[src/rtl/sap_ram_loader_pkg.sv]
// Shared definitions for the SAP-1 program loader: default geometry and FSM states.
package sap_loader_pkg;

  localparam int ADDR_W_DEF     = 4;
  localparam int DATA_W_DEF     = 8;
  localparam int LOAD_WORDS_DEF = 16;

  typedef enum logic [2:0] {
    IDLE   = 3'd0,
    LOAD   = 3'd1,
    CSUM   = 3'd2,
    VERIFY = 3'd3,
    CHECK  = 3'd4,
    RUN    = 3'd5,
    HALTED = 3'd6,
    ERR    = 3'd7
  } state_e;

endpackage

[src/rtl/sap_ram_loader_if.sv]
// Byte stream (valid/ready) plus program-RAM bus seen by the loader.
// master = loader side, slave = stream source / RAM side.
interface sap_ram_loader_if #(
  parameter int ADDR_W = sap_loader_pkg::ADDR_W_DEF,
  parameter int DATA_W = sap_loader_pkg::DATA_W_DEF
) ();

  logic [DATA_W-1:0] in_data;
  logic              in_valid;
  logic              in_ready;
  logic [ADDR_W-1:0] ram_addr;
  logic [DATA_W-1:0] ram_wdata;
  logic              ram_we;
  logic [DATA_W-1:0] ram_rdata;
  logic              own_ram;

  modport master (
    input  in_data, in_valid, ram_rdata,
    output in_ready, ram_addr, ram_wdata, ram_we, own_ram
  );

  modport slave (
    output in_data, in_valid, ram_rdata,
    input  in_ready, ram_addr, ram_wdata, ram_we, own_ram
  );

endinterface

[src/rtl/sap_csum_acc.sv]
// Wrapping DATA_W-bit accumulator used for both the stream sum and the read-back sum.
module sap_csum_acc
  import sap_loader_pkg::*;
#(
  parameter int DATA_W = DATA_W_DEF
) (
  input  logic              clk,
  input  logic              rst_n,
  input  logic              sclr,
  input  logic              en,
  input  logic [DATA_W-1:0] din,
  output logic [DATA_W-1:0] sum
);

  // Running sum; the synchronous clear wins over an add in the same cycle.
  always_ff @(posedge clk or negedge rst_n) begin
    // NOTE: non-blocking assignments in clocked blocks so every flop samples pre-edge values.
    if (!rst_n)    sum <= '0;
    else if (sclr) sum <= '0;
    else if (en)   sum <= sum + din;
  end

endmodule

[src/rtl/sap_ram_loader.sv]
// sap_ram_loader: loads a checksummed byte image into the SAP-1 program RAM,
// reads it back to confirm it, then hands the RAM bus to the MAR and releases the CPU.
module sap_ram_loader
  import sap_loader_pkg::*;
#(
  parameter int ADDR_W     = ADDR_W_DEF,
  parameter int DATA_W     = DATA_W_DEF,
  parameter int LOAD_WORDS = LOAD_WORDS_DEF
) (
  input  logic             clk,
  input  logic             clr,
  input  logic             start,
  sap_ram_loader_if.master bus,
  output logic             cpu_clr,
  input  logic             cpu_hlt,
  output logic             busy,
  output logic             done,
  output logic             err
);

  localparam logic [ADDR_W-1:0] LAST_IDX = ADDR_W'(LOAD_WORDS - 1);

  state_e            state, state_nx;
  logic [ADDR_W-1:0] cnt;
  logic [ADDR_W-1:0] wr_addr;
  logic [DATA_W-1:0] wr_data;
  logic              wr_we;
  logic [DATA_W-1:0] rd_din;
  logic [DATA_W-1:0] sum_in;
  logic [DATA_W-1:0] sum_rd;
  logic              hs;
  logic              last_cnt;
  logic              restart;
  logic              in_add;
  logic              rd_add;

  assign hs       = bus.in_valid && bus.in_ready;
  assign last_cnt = (cnt == LAST_IDX);
  // start only counts when no image is in flight.
  assign restart  = start && (state inside {IDLE, RUN, HALTED, ERR});

  // State register.
  always_ff @(posedge clk or negedge clr) begin
    if (!clr) state <= IDLE;
    else      state <= state_nx;
  end

  // Next state and accumulator controls.
  always_comb begin
    // NOTE: every output of this block gets a default first, so no path can infer a latch.
    state_nx = state;
    in_add   = 1'b0;
    rd_add   = 1'b0;
    rd_din   = bus.in_data;
    case (state)
      LOAD: if (hs) begin
        in_add = 1'b1;
        if (last_cnt) state_nx = CSUM;
      end
      // The checksum byte seeds the read-back sum too; it is never written to RAM.
      CSUM: if (hs) begin
        in_add   = 1'b1;
        rd_add   = 1'b1;
        state_nx = VERIFY;
      end
      VERIFY: begin
        rd_add = 1'b1;
        rd_din = bus.ram_rdata;
        if (last_cnt) state_nx = CHECK;
      end
      CHECK:   state_nx = (sum_in == '0 && sum_rd == '0) ? RUN : ERR;
      RUN:     if (cpu_hlt) state_nx = HALTED;
      default: ;
    endcase
    if (restart) state_nx = LOAD;
  end

  // Word counter and the registered RAM write port.
  always_ff @(posedge clk or negedge clr) begin
    if (!clr) begin
      cnt     <= '0;
      wr_addr <= '0;
      wr_data <= '0;
      wr_we   <= 1'b0;
    end else begin
      wr_we <= 1'b0;
      if (restart) begin
        cnt     <= '0;
        wr_addr <= '0;
        wr_data <= '0;
      end else if ((state == LOAD && hs) || state == VERIFY) begin
        cnt <= last_cnt ? '0 : cnt + ADDR_W'(1);
      end
      if (state == LOAD && hs) begin
        wr_we   <= 1'b1;
        wr_addr <= cnt;
        wr_data <= bus.in_data;
      end
    end
  end

  sap_csum_acc #(.DATA_W(DATA_W)) u_sum_in (
    .clk   (clk),
    .rst_n (clr),
    .sclr  (restart),
    .en    (in_add),
    .din   (bus.in_data),
    .sum   (sum_in)
  );

  sap_csum_acc #(.DATA_W(DATA_W)) u_sum_rd (
    .clk   (clk),
    .rst_n (clr),
    .sclr  (restart),
    .en    (rd_add),
    .din   (rd_din),
    .sum   (sum_rd)
  );

  // Output decode; the CPU only owns the bus and runs in RUN/HALTED.
  assign bus.in_ready  = (state == LOAD) || (state == CSUM);
  assign bus.ram_we    = wr_we;
  assign bus.ram_addr  = (state == VERIFY) ? cnt : wr_addr;
  assign bus.ram_wdata = wr_data;
  assign bus.own_ram   = !(state inside {RUN, HALTED});
  assign cpu_clr       = !(state inside {RUN, HALTED});
  assign busy          = state inside {LOAD, CSUM, VERIFY};
  assign done          = (state == HALTED);
  assign err           = (state == ERR);

endmodule
[src/flat_wrapper.sv]
// flat-port wrapper written by rule: the top's interface ports become plain ports
module sap_ram_loader_flat import sap_loader_pkg::*;
#(
  parameter int ADDR_W     = ADDR_W_DEF,
  parameter int DATA_W     = DATA_W_DEF,
  parameter int LOAD_WORDS = LOAD_WORDS_DEF
)
  (clk, clr, start, cpu_clr, cpu_hlt, busy, done, err, bus_in_data, bus_in_valid, bus_ram_rdata, bus_in_ready, bus_ram_addr, bus_ram_wdata, bus_ram_we, bus_own_ram);
  sap_ram_loader_if #(.ADDR_W(ADDR_W), .DATA_W(DATA_W)) bus_i ();
  input  logic clk;
  input  logic clr;
  input  logic start;
  output logic cpu_clr;
  input  logic cpu_hlt;
  output logic busy;
  output logic done;
  output logic err;
  input wire logic [$bits(bus_i.in_data)-1:0] bus_in_data;
  input wire logic [$bits(bus_i.in_valid)-1:0] bus_in_valid;
  input wire logic [$bits(bus_i.ram_rdata)-1:0] bus_ram_rdata;
  output wire logic [$bits(bus_i.in_ready)-1:0] bus_in_ready;
  output wire logic [$bits(bus_i.ram_addr)-1:0] bus_ram_addr;
  output wire logic [$bits(bus_i.ram_wdata)-1:0] bus_ram_wdata;
  output wire logic [$bits(bus_i.ram_we)-1:0] bus_ram_we;
  output wire logic [$bits(bus_i.own_ram)-1:0] bus_own_ram;
  assign bus_i.in_data = bus_in_data;
  assign bus_i.in_valid = bus_in_valid;
  assign bus_i.ram_rdata = bus_ram_rdata;
  assign bus_in_ready = bus_i.in_ready;
  assign bus_ram_addr = bus_i.ram_addr;
  assign bus_ram_wdata = bus_i.ram_wdata;
  assign bus_ram_we = bus_i.ram_we;
  assign bus_own_ram = bus_i.own_ram;
  sap_ram_loader #(.ADDR_W(ADDR_W), .DATA_W(DATA_W), .LOAD_WORDS(LOAD_WORDS)) u_core (.clk(clk), .clr(clr), .start(start), .bus(bus_i), .cpu_clr(cpu_clr), .cpu_hlt(cpu_hlt), .busy(busy), .done(done), .err(err));
endmodule
[config.mk]
export PLATFORM = sky130hd
export DESIGN_NAME = sap_ram_loader_flat
export DESIGN_NICKNAME = d
export VERILOG_FILES = /design/src/rtl/sap_ram_loader_pkg.sv /design/src/rtl/sap_ram_loader_if.sv /design/src/rtl/sap_csum_acc.sv /design/src/rtl/sap_ram_loader.sv /design/src/flat_wrapper.sv
export SDC_FILE = /design/constraint.sdc
export NUM_CORES = 1
export LEC_CHECK = 0
export CAP_MARGIN = 0
export CORE_MARGIN = 8
export CORE_UTILIZATION = 52
export DETAILED_ROUTE_END_ITERATION = 6
export DONT_BUFFER_PORTS = 1
export GPL_TIMING_DRIVEN = 0
export PLACE_DENSITY = 0.67
export SLEW_MARGIN = 40
export SYNTH_ARGS = -nofsm -noshare
export SYNTH_HDL_FRONTEND = slang
export SYNTH_SLANG_ARGS = --single-unit
export TNS_END_PERCENT = 30
[constraint.sdc]
create_clock -name clk -period 6.5 [get_ports clk]
set_clock_uncertainty 0.15 [all_clocks]
set_input_delay 0.65 -clock clk [delete_from_list [all_inputs] [get_ports clk]]
set_output_delay 0.65 -clock clk [all_outputs]
set_load 0.01 [all_outputs]
Yosys cells after proc, flatten, opt, wreduce, memory -nomap -nowiden
Index checks and enable logic that the tools add are counted.
{ "classes": {"n_reduce_logical": 20, "n_mux": 25, "addsub": 3, "eq_ne": 13} }
{ "ops": {"columns": ["operator", "count"], "rows": [
  ["two-way mux 8 bit", 7],
  ["two-way mux 4 bit", 6],
  ["two-way mux 3 bit", 6],
  ["adder 8 bit", 2],
  ["zero test 8 bit", 2],
  ["case mux 3 bit (5 select lines)", 1],
  ["equality test 3 bit, second input constant", 4],
  ["!= test 3 x 1 -> 1 bit, second input constant", 4],
  ["nonzero test 2 bit", 5],
  ["equality test 3 x 2 -> 1 bit, second input constant", 2],
  ["AND reduction 6 bit", 1],
  ["nonzero test 6 bit", 1],
  ["adder 4 x 1 -> 4 bit, second input constant", 1],
  ["equality test 4 bit, second input constant", 1],
  ["logical AND 1 bit", 4],
  ["nonzero test 4 bit", 1],
  ["equality test 3 x 1 -> 1 bit, second input constant", 1],
  ["zero test 3 bit", 1],
  ["two-way mux 1 bit", 3],
  ["!= test 3 x 2 -> 1 bit, second input constant", 1],
  ["nonzero test 3 bit", 1],
  ["logical OR 1 bit", 2],
  ["two-way mux 2 bit", 1],
  ["case mux 1 bit (2 select lines)", 1],
  ["other kinds (2)", 2]
]} }
{ "totals": {"inputBits": 21, "reg_bits": 36} }

Logic depth before layout (Yosys ltp)
Gate-level depths: netlist (run 1).
{ "depth": {"depth_word": 7, "mapped_depth": 14, "mapped_depth_nobuf": 12} }

By module
From an unflattened synthesis (run 1), not the netlist that was laid out.
{ "hier_totals": {"cells_unflattened": 275, "hier_area_um2": 2591.2} }
{ "by_module_without_submodules": {"columns": ["module", "n_inst", "seq_area_each_um2", "cells_per_inst", "area_per_inst_um2"], "rows": [
  ["sap_ram_loader", 1, 500.5, 143, 1297.5],
  ["sap_csum_acc", 2, 200.2, 66, 646.9]
]} }

Worst setup path after synthesis (run 1)
No wires, ideal clock.
{ "synth_timing": {"path_type": "register to register", "from": "register u_core.state[0]", "to": "register u_core.u_sum_rd.sum[6]", "required_ps": 6240, "synth_period_minus_slack_ps": 2728, "n_path_buf": 3, "path_slack_ps": 3772, "t_arrival_ps": 2468, "stages_incl_launch_ff": 15, "path_cell_list": "dfrtp_1 buf_6 buf_2 nand3_1 clkbuf_1 nand2_1 nand2_1 ha_1 inv_1 fa_1 nor2b_1 o31a_1 o21a_1 nor3_1 o41ai_1"} }
{ "synth_via": {"elab_chain_len": 6} }
{ "synth_lines": {"columns": ["item", "line", "source"], "rows": [
  ["from (decl)", "sap_ram_loader.sv:23", "state_e state, state_nx;"],
  ["from (signal assigned)", "sap_ram_loader.sv:45", "else state <= state_nx;"],
  ["parallel branches: the longest is 6 deep, another holds adder 8 bit", null, null],
  ["to (signal assigned)", "sap_csum_acc.sv:20", "else if (en) sum <= sum + din;"],
  ["to (decl)", "sap_csum_acc.sv:12", "output logic [DATA_W-1:0] sum"]
]} }
Parallel ways; which one is timed is not known. The select of a mux whose other input is x is not followed.
A chain may end at the register's enable or synchronous reset.

Worst setup path in the final report (run 1)
Ends and elaborated chain as after synthesis.

==> results of run 1 <==
worst max-delay path: stages (launching register included):
cell and delay [ns]:
dfrtp_1 0.34, buf_6 0.13, and3b_1 0.15, buf_2 0.20, clkbuf_1 0.39, nand2_1 0.14
nand2_1 0.09, ha_1 0.18, inv_1 0.06, fa_1 0.37, nor2b_1 0.21, o31a_1 0.18
o21a_1 0.14, nor3_1 0.05, o41ai_1 0.30
cells in the mapped netlist (6+ instances only):
cell,count,area share [%]
nand2_1,84,13
buf_2,7,1.5
dfrtp_1,36,37
o21a_1,7,2.2
o21ai_1,6,1.2
nor3_1,6,1.2
ha_1,15,7.8
nor4_1,6,1.6
o21ai_0,17,3.5
a21oi_1,8,1.7
nand3_1,8,1.7
power by group through the flow:
stage / Sequential (uW) / Combinational [uW] / Clock [uW]
2_1_floorplan: 404 / 670 / 0
3_3_place_gp: 431 / 786 / 0
3_5_place_dp: 431 / 808 / 0
4_1_cts: 429 / 815 / 159
5_1_grt: 446 / 914 / 169
6_report: 428 / 809 / 155
final cells by class:
cell class | instances | area share, %
clock buffer | 5 | 2.68
timing repair buffer | 1 | 0.779
clock inverter | 2 | 0.487
inverter | 5 | 0.730
buffer | 16 | 3.70
multi-input combinational | 224 | 54.1
tap | 52 | 2.53
sequential | 36 | 35.0
path summary, 6_finish.rpt:
| path | end | from | slack [ns] |
|---|---|---|---|
| min in group clk | u_core.bus.ram_wdata[0] | bus_in_data[0] | 0.33 |
| max in group asynchronous | u_core.u_sum_rd.sum[7] | clr | 5.97 |
| hold reg to reg | u_core.wr_addr[1] | u_core.wr_addr[1] | 0.37 |
| setup / recovery | u_core.u_sum_rd.sum[6] | u_core.state[0] | 3.32 |
| setup reg to reg | u_core.u_sum_rd.sum[6] | u_core.state[0] | 3.32 |
| hold / removal | u_core.cnt[0] | clr | 0.04 |
routing by layer:
layer  global-route usage [%]  vias to the layer above  wire length, um
met2                     26.7                       43             2580
met3                     5.08                        4              359
met5                        0                        -                0
met4                     2.83                        0               33
li1                         -                     1003                -
met1                     20.8                      930             2640
logic make-up (layout without fill, tap and decap cells):
kind of cell | count (synthesis) | count (layout)
AOI/OAI and AO/OA | 64 | 64
muxes | 5 | 5
buffers and inverters | 21 | 29
xor gates and xnor gates | 10 | 10
adders and majority gates | 17 | 17
and+or+nand+nor | 128 | 128
DFF | 36 | 36
state kept, by name, indices dropped and copies added, names as in the netlist:
signal and flops:
u_core.bus.ram_wdata 8, u_core.bus.ram_we 1, u_core.cnt 4, u_core.state 3, u_core.u_sum_in.sum 8, u_core.u_sum_rd.sum 8, u_core.wr_addr 4
per-stage QoR:
stage | cells | hold WS, ns | area, um2 | setup WS [ns]
6_report | 341 | 0.0406 | 2570 | 3.32
5_1_grt | 341 | 0.0414 | 2570 | 3.07
4_1_cts | 341 | 0.0419 | 2570 | 3.30
3_5_place_dp | 333 | 0.205 | 2470 | 3.32
3_3_place_gp | 333 | 0.205 | 2470 | 3.38
2_1_floorplan | 281 | 0.204 | 2400 | 3.77
what timing repair did:
item | CTS | global route
endpoints found under the setup margin | 0 | 0
gates resized for setup | 0 | 0
endpoints found under the hold margin | 36 | 0
hold buffers | 1 | 0
setup buffers | 0 | 0
==> out/qor.csv, run 1 <==
stage;metric;value;unit
pwr;Overall Power;1390;uW
layout;commonest non-fill, non-tap cells in the layout;nand2_1, dfrtp_1, o21ai_0, ha_1;
timing;RSZ-0062 raised after global routing;no;
synth;Synth Area in XOR/XNOR;3.64;%
layout;layout cell share with drive strength beyond 1;9.69;%
timing;Final setup viols;0;
layout;Fillers;412;
synth;flops & latches, synth;36;
outcome;outcome;finished clean;
layout;Nets;327;
clock_network;Bufs on Longest Clock Path;2;
setup_path;Crit. End Element;flip-flop;
layout;most common cell after layout, fill and taps aside;nand2_1;
synth;Mapped Cells;281;
setup_path;CP Data Required Time;6.53;ns
setup_path;crit path DAT;3.21;ns
synth;Mapped Nets;319;
floorplan;cell row count;24;
synth;Synth Area in Adders;9.47;%
timing;part of the cycle the worst path needs;48.9;%
setup_path;type of the worst setup path;reg -> reg;
layout;area occupied by multi-input gates;1390;um2
clock_network;Worst-path clk slew;0.07;ns
pwr;Reg power frac;30.7;%
setup_path;CP max FO;10;
setup_path;reg2reg path depth;14;
pwr;power share of the combinational group;58.1;%
synth;most common flop cell mapped by yosys;dfrtp_1;
layout;Reg area;901;um2
layout;layout overhead on the synthesized area;6.92;%
pwr;peak supply drop;227;uV
global_route;first-pass GRT wire length;9.68;mm
detailed_routing;Vias/cell;5.81;
clock_network;H-tree levels;2;
detailed_routing;Initial DRC Count;65;
floorplan;chip height;84.0;um
detailed_routing;DRT antenna net count;0;
detailed_routing;DR pass1 iterations;4;
timing;Highest Clock Rate;0.315;GHz
pwr;Sw Ratio;46.2;%
timing;final-report hold violation count;0;
synth;EDFF count, synth;0;
synth;post-synthesis compound-gate area fraction;17.9;%
synth;syn avg cell area;8.56;um2
timing;TNS Setup;0;ns
synth;main combinational cell family by area after synthesis;simple AND/OR/NAND/NOR gates;
hold_path;hold crit path type;in -> async;
pwr;Int Pwr;749;uW
clock_network;root buf cell;clkbuf_8;
timing;slew margin rel.;68.0;%
synth;asr flop ratio synth;100;%
layout;Core Util, Final;58.2;%
pwr;Net Sw Power;642;uW
clock_network;CTS tree;yes;
synth;mux contribution to synthesized area;2.29;%
timing;Slew @ Worst Pin;0.480;ns
timing;final max-slew violation count;0;
global_route;vias in the first global route;1977;
detailed_routing;Routed WL;5.61;mm
detailed_routing;residual DRC count;0;
pwr;pwr dens;541;nW/um2
layout;antenna cell count;0;
clock_network;clk_lat worst skew;0.29;ns
floorplan;io pins;40;
floorplan;core area;4410;um2
synth;Mapped Area;2400;um2
placed_design;input/output buffers;0;
detailed_routing;routed len/inst;16.4;um
flow_run;max cap viols;0;
synth;Syn. warnings;0;
global_route;largest net degree at the start of global routing;37;
clock_network;TritonCTS buffer count;5;
timing;Tmin final;3.18;ns
floorplan;Die Width;84.0;um
global_route;grt total ovfl;0;
synth;sequential-to-total area share from yosys stat;37.5;%
pwr;clock power share;11.1;%
synth;number of distinct library cells after synthesis;46;
floorplan;Starting Density;54.5;%
floorplan;die area;7060;um2
clock_network;Clock Sink Count;36;
placed_design;GP Congestion;0.850;
pwr;leakage power;0.00121;uW
setup_path;startpoint types;flip-flop;
global_route;total global-route track usage;16.3;%
global_route;initial antenna violation count;0;
detailed_routing;via count;1980;
placed_design;hpwl dp;4.33;mm
synth;Synth Area in Simple Gates;24.5;%
(Power assumes the default switching activity.)
==> run 2: changes to the inputs <==
- clock period: 6.5 -> 3.3 ns (I/O delays scaled with it)
==> run 2 against run 1 <==
  * Utilization rose by 0.28 points
  * Via count grew 0.10%
  * Maximum frequency is 6.3% higher
  * Die area did not move
  * Highest routed layer unchanged
  * Register-to-register slack got worse by 3.0 ns
  * Routed wire length hardly changed
  * First-iteration DRC count decreased by 3.1%
  * Hold slack got worse by 0.030 ns
  * Global-route usage is essentially flat
  * Count of clock-buffer cells in the layout unchanged
  * Largest power group unchanged
  * Total power grew 97%
==> out/qor.csv, run 2 (synthesis results as in run 1) <==
stage;metric;value;unit;change
clock_network;CTS tree;yes;;unchanged
timing;Final setup viols;0;;unchanged
global_route;total global-route track usage;16.4;%;was 16.3%
global_route;initial antenna violation count;0;;unchanged
floorplan;die area;7060;um2;unchanged
detailed_routing;DRT antenna net count;0;;unchanged
pwr;Sw Ratio;46.2;%;about the same
detailed_routing;Vias/cell;5.81;;about the same
floorplan;Die Width;84.0;um;unchanged
timing;Slew @ Worst Pin;0.487;ns;was 0.480 ns
detailed_routing;via count;1982;;was 1980
detailed_routing;Initial DRC Count;63;;was 65
pwr;Reg power frac;30.8;%;was 30.7%
floorplan;io pins;40;;unchanged
setup_path;slowest stage delay, CP;0.37;ns;was 0.39 ns
clock_network;Worst-path clk slew;0.07;ns;about the same
detailed_routing;residual DRC count;0;;unchanged
floorplan;cell row count;24;;unchanged
global_route;largest net degree at the start of global routing;37;;unchanged
pwr;Net Sw Power;1260;uW;was 642 uW
timing;worst hold margin;0.0104;ns;was 0.0406 ns
setup_path;reg2reg end;u_core.u_sum_rd.sum[6];;unchanged
global_route;first-pass GRT wire length;9.69;mm;was 9.68 mm
detailed_routing;routed len/inst;16.4;um;about the same
timing;final max-slew violation count;0;;unchanged
global_route;grt peak-use layer;met2;;unchanged
setup_path;startpoint types;flip-flop;;unchanged
setup_path;most used cell, CP;nand2_1;;unchanged
timing;slew margin rel.;67.4;%;was 68.0%
placed_design;GP Congestion;0.850;;unchanged
setup_path;internal reg-to-reg setup slack;0.31;ns;was 3.32 ns
global_route;met1 Use GR;20.6;%;was 20.8%
timing;final-report hold violation count;0;;unchanged
global_route;global routing usage on met3;5.18;%;was 5.08%
pwr;power share of the combinational group;58.1;%;about the same
clock_network;Setup Buffers After CTS;0;;unchanged
detailed_routing;DR pass1 iterations;4;;unchanged
floorplan;Starting Density;54.5;%;unchanged
setup_path;crit path DAT;3.02;ns;was 3.21 ns
detailed_routing;Routed WL;5.61;mm;about the same
clock_network;cts repair resizes;0;;unchanged
layout;most common cell after layout, fill and taps aside;nand2_1;;unchanged
setup_path;Crit-path slowest cell;dfrtp_1;;was clkbuf_1
pwr;pwr dens;1060;nW/um2;was 541 nW/um2
layout;layout overhead on the synthesized area;7.44;%;was 6.92%
clock_network;Clock Sink Count;36;;unchanged
setup_path;crit-path cells;buf_6 -> buf_2 -> nand3_1 -> nand2_1 -> nand2_1 -> ha_1 -> inv_1 -> fa_1 -> nor2b_1 -> o31a_1 -> o21a_1 -> nor3_1 -> o41ai_1;;was buf_6 -> and3b_1 -> buf_2 -> clkbuf_1 -> nand2_1 -> nand2_1 -> ha_1 -> inv_1 -> fa_1 -> nor2b_1 -> o31a_1 -> o21a_1 -> nor3_1 -> o41ai_1
setup_path;Crit. End Element;flip-flop;;unchanged
layout;antenna cell count;0;;unchanged
timing;Highest Clock Rate;0.335;GHz;was 0.315 GHz
clock_network;H-tree levels;2;;unchanged
global_route;vias in the first global route;1978;;was 1977
layout;commonest non-fill, non-tap cells in the layout;nand2_1, dfrtp_1, o21ai_0, ha_1;;unchanged
timing;RSZ-0062 raised after global routing;no;;unchanged
clock_network;TritonCTS buffer count;5;;unchanged
setup_path;reg2reg start;u_core.state[0];;unchanged
layout;Fillers;410;;was 412
pwr;leakage power;0.00121;uW;about the same
setup_path;CP Data Required Time;3.33;ns;was 6.53 ns
placed_design;input/output buffers;0;;unchanged
hold_path;hold crit path type;in -> reg;;was in -> async
clock_network;root buf cell;clkbuf_8;;unchanged
layout;layout cell share with drive strength beyond 1;9.69;%;unchanged
layout;Nets;327;;unchanged
hold_path;hold depth;2;;
setup_path;type of the worst setup path;reg -> reg;;unchanged
clock_network;Bufs on Longest Clock Path;2;;unchanged
outcome;outcome;finished clean;;unchanged
hold_path;hold_sp;bus_in_data[0];;
global_route;met2 Use GR;26.8;%;was 26.7%
pwr;peak supply drop;430;uV;was 227 uV
global_route;grt total ovfl;0;;unchanged
floorplan;chip height;84.0;um;unchanged
setup_path;CP max FO;12;;was 10
hold_path;hold path endpoint;u_core.bus.ram_wdata[0];;
floorplan;core area;4410;um2;unchanged
flow_run;max cap viols;0;;unchanged
timing;Tmin final;2.99;ns;was 3.18 ns
timing;part of the cycle the worst path needs;90.6;%;was 48.9%
pwr;Int Pwr;1470;uW;was 749 uW
clock_network;clk_lat worst skew;0.28;ns;was 0.29 ns
pwr;clock power share;11.1;%;about the same
setup_path;reg2reg path depth;13;;was 14
placed_design;hpwl dp;4.33;mm;unchanged
timing;TNS Setup;0;ns;unchanged
run 2: metrics by stage:
stage | std cells | utilization [%] | power (uW) | area (um2) | setup WS (ns)
4_1_cts | 343 | 58.7 | 2770 | 2590 | 0.0966
6_report | 341 | 58.5 | 2730 | 2580 | 0.311
2_1_floorplan | 281 | - | 2110 | 2400 | 0.572
5_1_grt | 341 | 58.5 | 3000 | 2580 | 0.0690
3_5_place_dp | 333 | 56.0 | 2440 | 2470 | 0.118
3_3_place_gp | 333 | 56.0 | 2400 | 2470 | 0.179
run 2: per-layer routing:
layer  part of all wire (%)  routed length (um)
met1                     48                2690
met4                   0.78                  44
met2                     45                2540
met5                      0                   0
met3                    6.1                 340
run 2: what timing repair did:
item,in CTS,in global routing
endpoints found under the setup margin,0,1
endpoints found under the hold margin,37,0
hold buffers,3,0
run 2: final cells by class:
type                    instances  area, um2  share of cell area, %
plain buffers                  14       87.6                   3.39
clock buffers                   5       68.8                   2.66
clock inverters                 2       12.5                  0.484
inverters                       5       18.8                  0.726
multi-input cells             224       1390                   53.8
flip-flops and latches         36        901                   34.9
well taps                      52       65.1                   2.52
repair buffers                  3       40.0                   1.55
run 2: power by group through the flow:
stage | registers, uW | clock network, uW | logic [uW]
floorplan | 795 | 0 | 1320
global placement | 849 | 0 | 1550
detailed placement | 850 | 0 | 1590
CTS | 845 | 314 | 1610
global route | 878 | 332 | 1790
finish | 843 | 303 | 1590
run 2: worst max-delay path by stage:
stage	from	endpoint	slack (ns)	cells after the start
after floorplan	u_core.state[0]	u_core.u_sum_rd.sum[6]	0.57	14
after global placement	u_core.state[2]	u_core.u_sum_rd.sum[6]	0.18	13
after detailed placement	u_core.state[0]	u_core.u_sum_rd.sum[6]	0.12	14
after CTS	u_core.state[0]	u_core.u_sum_rd.sum[6]	0.1	14
after global routing	u_core.state[0]	u_core.u_sum_rd.sum[6]	0.07	13
final	u_core.state[0]	u_core.u_sum_rd.sum[6]	0.31	13
run 2: critical path: cells and delay by family (launching register included):
| kind | cells | cell delay [ns] |
|---|---|---|
| flops | 1 | 0.37 |
| compound gates | 3 | 0.62 |
| simple gates | 5 | 0.82 |
| fa+ha+maj | 2 | 0.55 |
| buf+inv | 3 | 0.37 |
==> run 3: changes to the inputs <==
- CTS_CLUSTER_SIZE: unset -> 20
- DONT_BUFFER_PORTS: 1 -> unset
- PLACE_DENSITY: 0.67 -> 0.78
==> run 3 against run 2 <==
  * Non-clock buffer count is 37 higher
  * Register-to-register slack got worse by 0.02 ns
  * Die area is the same
  * Hold slack improved by 0.31 ns
  * Sequential power shrank 3.0%
  * Critical path depth unchanged
  * Setup slack got worse by 0.024 ns
  * Total power up 13%
  * Routed wire length increased by 9.7%
  * Count of clock-buffer cells in the layout stayed put
  * Sequential cell count unchanged
  * Design area up 16%
  * Critical path type unchanged
==> out/qor.csv, run 3 (synthesis results as in run 1) <==
stage;metric;value;unit;change
outcome;outcome;finished clean;;unchanged
detailed_routing;Initial DRC Count;153;;was 63
floorplan;die area;7060;um2;unchanged
timing;slew margin rel.;68.7;%;was 67.4%
detailed_routing;DR pass1 iterations;5;;was 4
detailed_routing;DRT antenna net count;0;;unchanged
clock_network;Worst-path clk slew;0.08;ns;was 0.07 ns
global_route;first-pass GRT wire length;10.4;mm;was 9.69 mm
timing;Slew @ Worst Pin;0.470;ns;was 0.487 ns
setup_path;type of the worst setup path;reg -> reg;;unchanged
timing;TNS Setup;0;ns;unchanged
detailed_routing;Vias/cell;5.94;;was 5.81
clock_network;Clock Sink Count;36;;unchanged
pwr;pwr dens;1040;nW/um2;was 1060 nW/um2
timing;final max-slew violation count;0;;unchanged
layout;Nets;364;;was 327
clock_network;H-tree levels;2;;unchanged
clock_network;CTS tree;yes;;unchanged
pwr;leakage power;0.00137;uW;was 0.00121 uW
clock_network;root buf cell;clkbuf_8;;unchanged
placed_design;Setup WS pre-CTS;0.157;ns;was 0.118 ns
flow_run;max cap viols;0;;unchanged
setup_path;CP Data Required Time;3.33;ns;about the same
clock_network;clk_lat worst skew;0.29;ns;was 0.28 ns
layout;antenna cell count;0;;unchanged
clock_network;cts repair resizes;0;;unchanged
global_route;largest net degree at the start of global routing;24;;was 37
layout;commonest non-fill, non-tap cells in the layout;nand2_1, clkdlybuf4s50_1, dfrtp_1, o21ai_0, ha_1;;was nand2_1, dfrtp_1, o21ai_0, ha_1
clock_network;TritonCTS buffer count;5;;unchanged
setup_path;startpoint types;flip-flop;;unchanged
global_route;total global-route track usage;17.8;%;was 16.4%
timing;Highest Clock Rate;0.332;GHz;was 0.335 GHz
clock_network;Bufs on Longest Clock Path;2;;unchanged
floorplan;Die Width;84.0;um;unchanged
layout;Core Util, Final;67.7;%;was 58.5%
timing;Final setup viols;0;;unchanged
timing;Tmin final;3.01;ns;was 2.99 ns
floorplan;chip height;84.0;um;unchanged
setup_path;Crit. End Element;flip-flop;;unchanged
hold_path;hold crit path type;in -> async;;was in -> reg
detailed_routing;via count;2252;;was 1982
placed_design;GP Congestion;0.861;;was 0.850
layout;Fillers;359;;was 410
timing;part of the cycle the worst path needs;91.3;%;was 90.6%
detailed_routing;routed len/inst;16.2;um;was 16.4 um
layout;layout overhead on the synthesized area;24.2;%;was 7.44%
layout;Reg area;901;um2;unchanged
timing;final-report hold violation count;0;;unchanged
floorplan;io pins;40;;unchanged
detailed_routing;Routed WL;6.15;mm;was 5.61 mm
global_route;initial antenna violation count;0;;unchanged
global_route;grt total ovfl;0;;unchanged
floorplan;Starting Density;54.5;%;unchanged
layout;layout cell share with drive strength beyond 1;9.17;%;was 9.69%
setup_path;CP max FO;12;;unchanged
clock_network;Setup Buffers After CTS;0;;unchanged
layout;area occupied by multi-input gates;1390;um2;unchanged
detailed_routing;residual DRC count;0;;unchanged
layout;most common cell after layout, fill and taps aside;nand2_1;;unchanged
timing;RSZ-0062 raised after global routing;no;;unchanged
pwr;peak supply drop;507;uV;was 430 uV
floorplan;cell row count;24;;unchanged
placed_design;input/output buffers;38;;was 0
placed_design;hpwl dp;4.69;mm;was 4.33 mm
timing;slack of the critical path;0.288;ns;was 0.311 ns
setup_path;crit path DAT;3.04;ns;was 3.02 ns
global_route;vias in the first global route;2146;;was 1978
floorplan;core area;4410;um2;unchanged
[run 3: worst paths after layout]
kind,from,end,cells after the start,slack [ns]
max reg2reg,u_core.state[0],u_core.u_sum_rd.sum[6],13,0.29
min reg2reg,u_core.u_sum_in.sum[7],u_core.u_sum_in.sum[7],1,0.36
min,clr,u_core.bus.ram_we,2,0.32
min in group clk,u_core.u_sum_in.sum[7],u_core.u_sum_in.sum[7],1,0.36
max,u_core.state[0],u_core.u_sum_rd.sum[6],13,0.29
max in group asynchronous,clr,u_core.u_sum_rd.sum[7],3,2.24
[run 3: per-layer routing]
metal | part of all wire [%] | track usage (%) | vias to the layer above
met5 | 0 | 0 | -
met4 | 1.5 | 5.34 | 0
met3 | 4.9 | 4.20 | 11
met2 | 47 | 29.1 | 73
met1 | 46 | 22.7 | 1093
li1 | - | - | 1075
[run 3: power by group]
part / switching (uW) / internal [uW]
Combinational: 1000 / 878
Sequential: 172 / 645
Clock: 174 / 224
Total: 1350 / 1750
[run 3: layout make-up]
class,instances,share of cell area (%)
well taps,52,2.18
flip-flops and latches,36,30.2
multi-input cells,224,46.5
clock inverters,3,1.42
repair buffers,40,13.8
inverters,5,0.628
plain buffers,14,2.93
clock buffers,5,2.30
[run 3: metrics by stage]
step                      power [uW]  cells  area (um2)  hold WS [ns]
after floorplan                 2110    281        2400        -0.116
after global placement          2630    371        2850         0.322
after detailed placement        2700    372        2870         0.114
after CTS                       3100    381        2990         0.333
after global routing            3350    379        2990         0.363
final                           3100    379        2990         0.324
[run 3: what timing repair did]
action,4_1_cts,5_1_grt
setup endpoints to repair,0,1
hold endpoints to repair,13,0
hold buffers,1,0
[run 3: worst max-delay path, cell delays in order (launching register included)]
cell and delay, ns:
dfrtp_1 0.38, buf_6 0.13, buf_2 0.17, nand3_1 0.35
nand2_1 0.11, nand2_1 0.09, ha_1 0.15, inv_1 0.06
fa_1 0.39, nor2b_1 0.24, o31a_1 0.18, o21a_1 0.14
nor3_1 0.05, o41ai_1 0.30
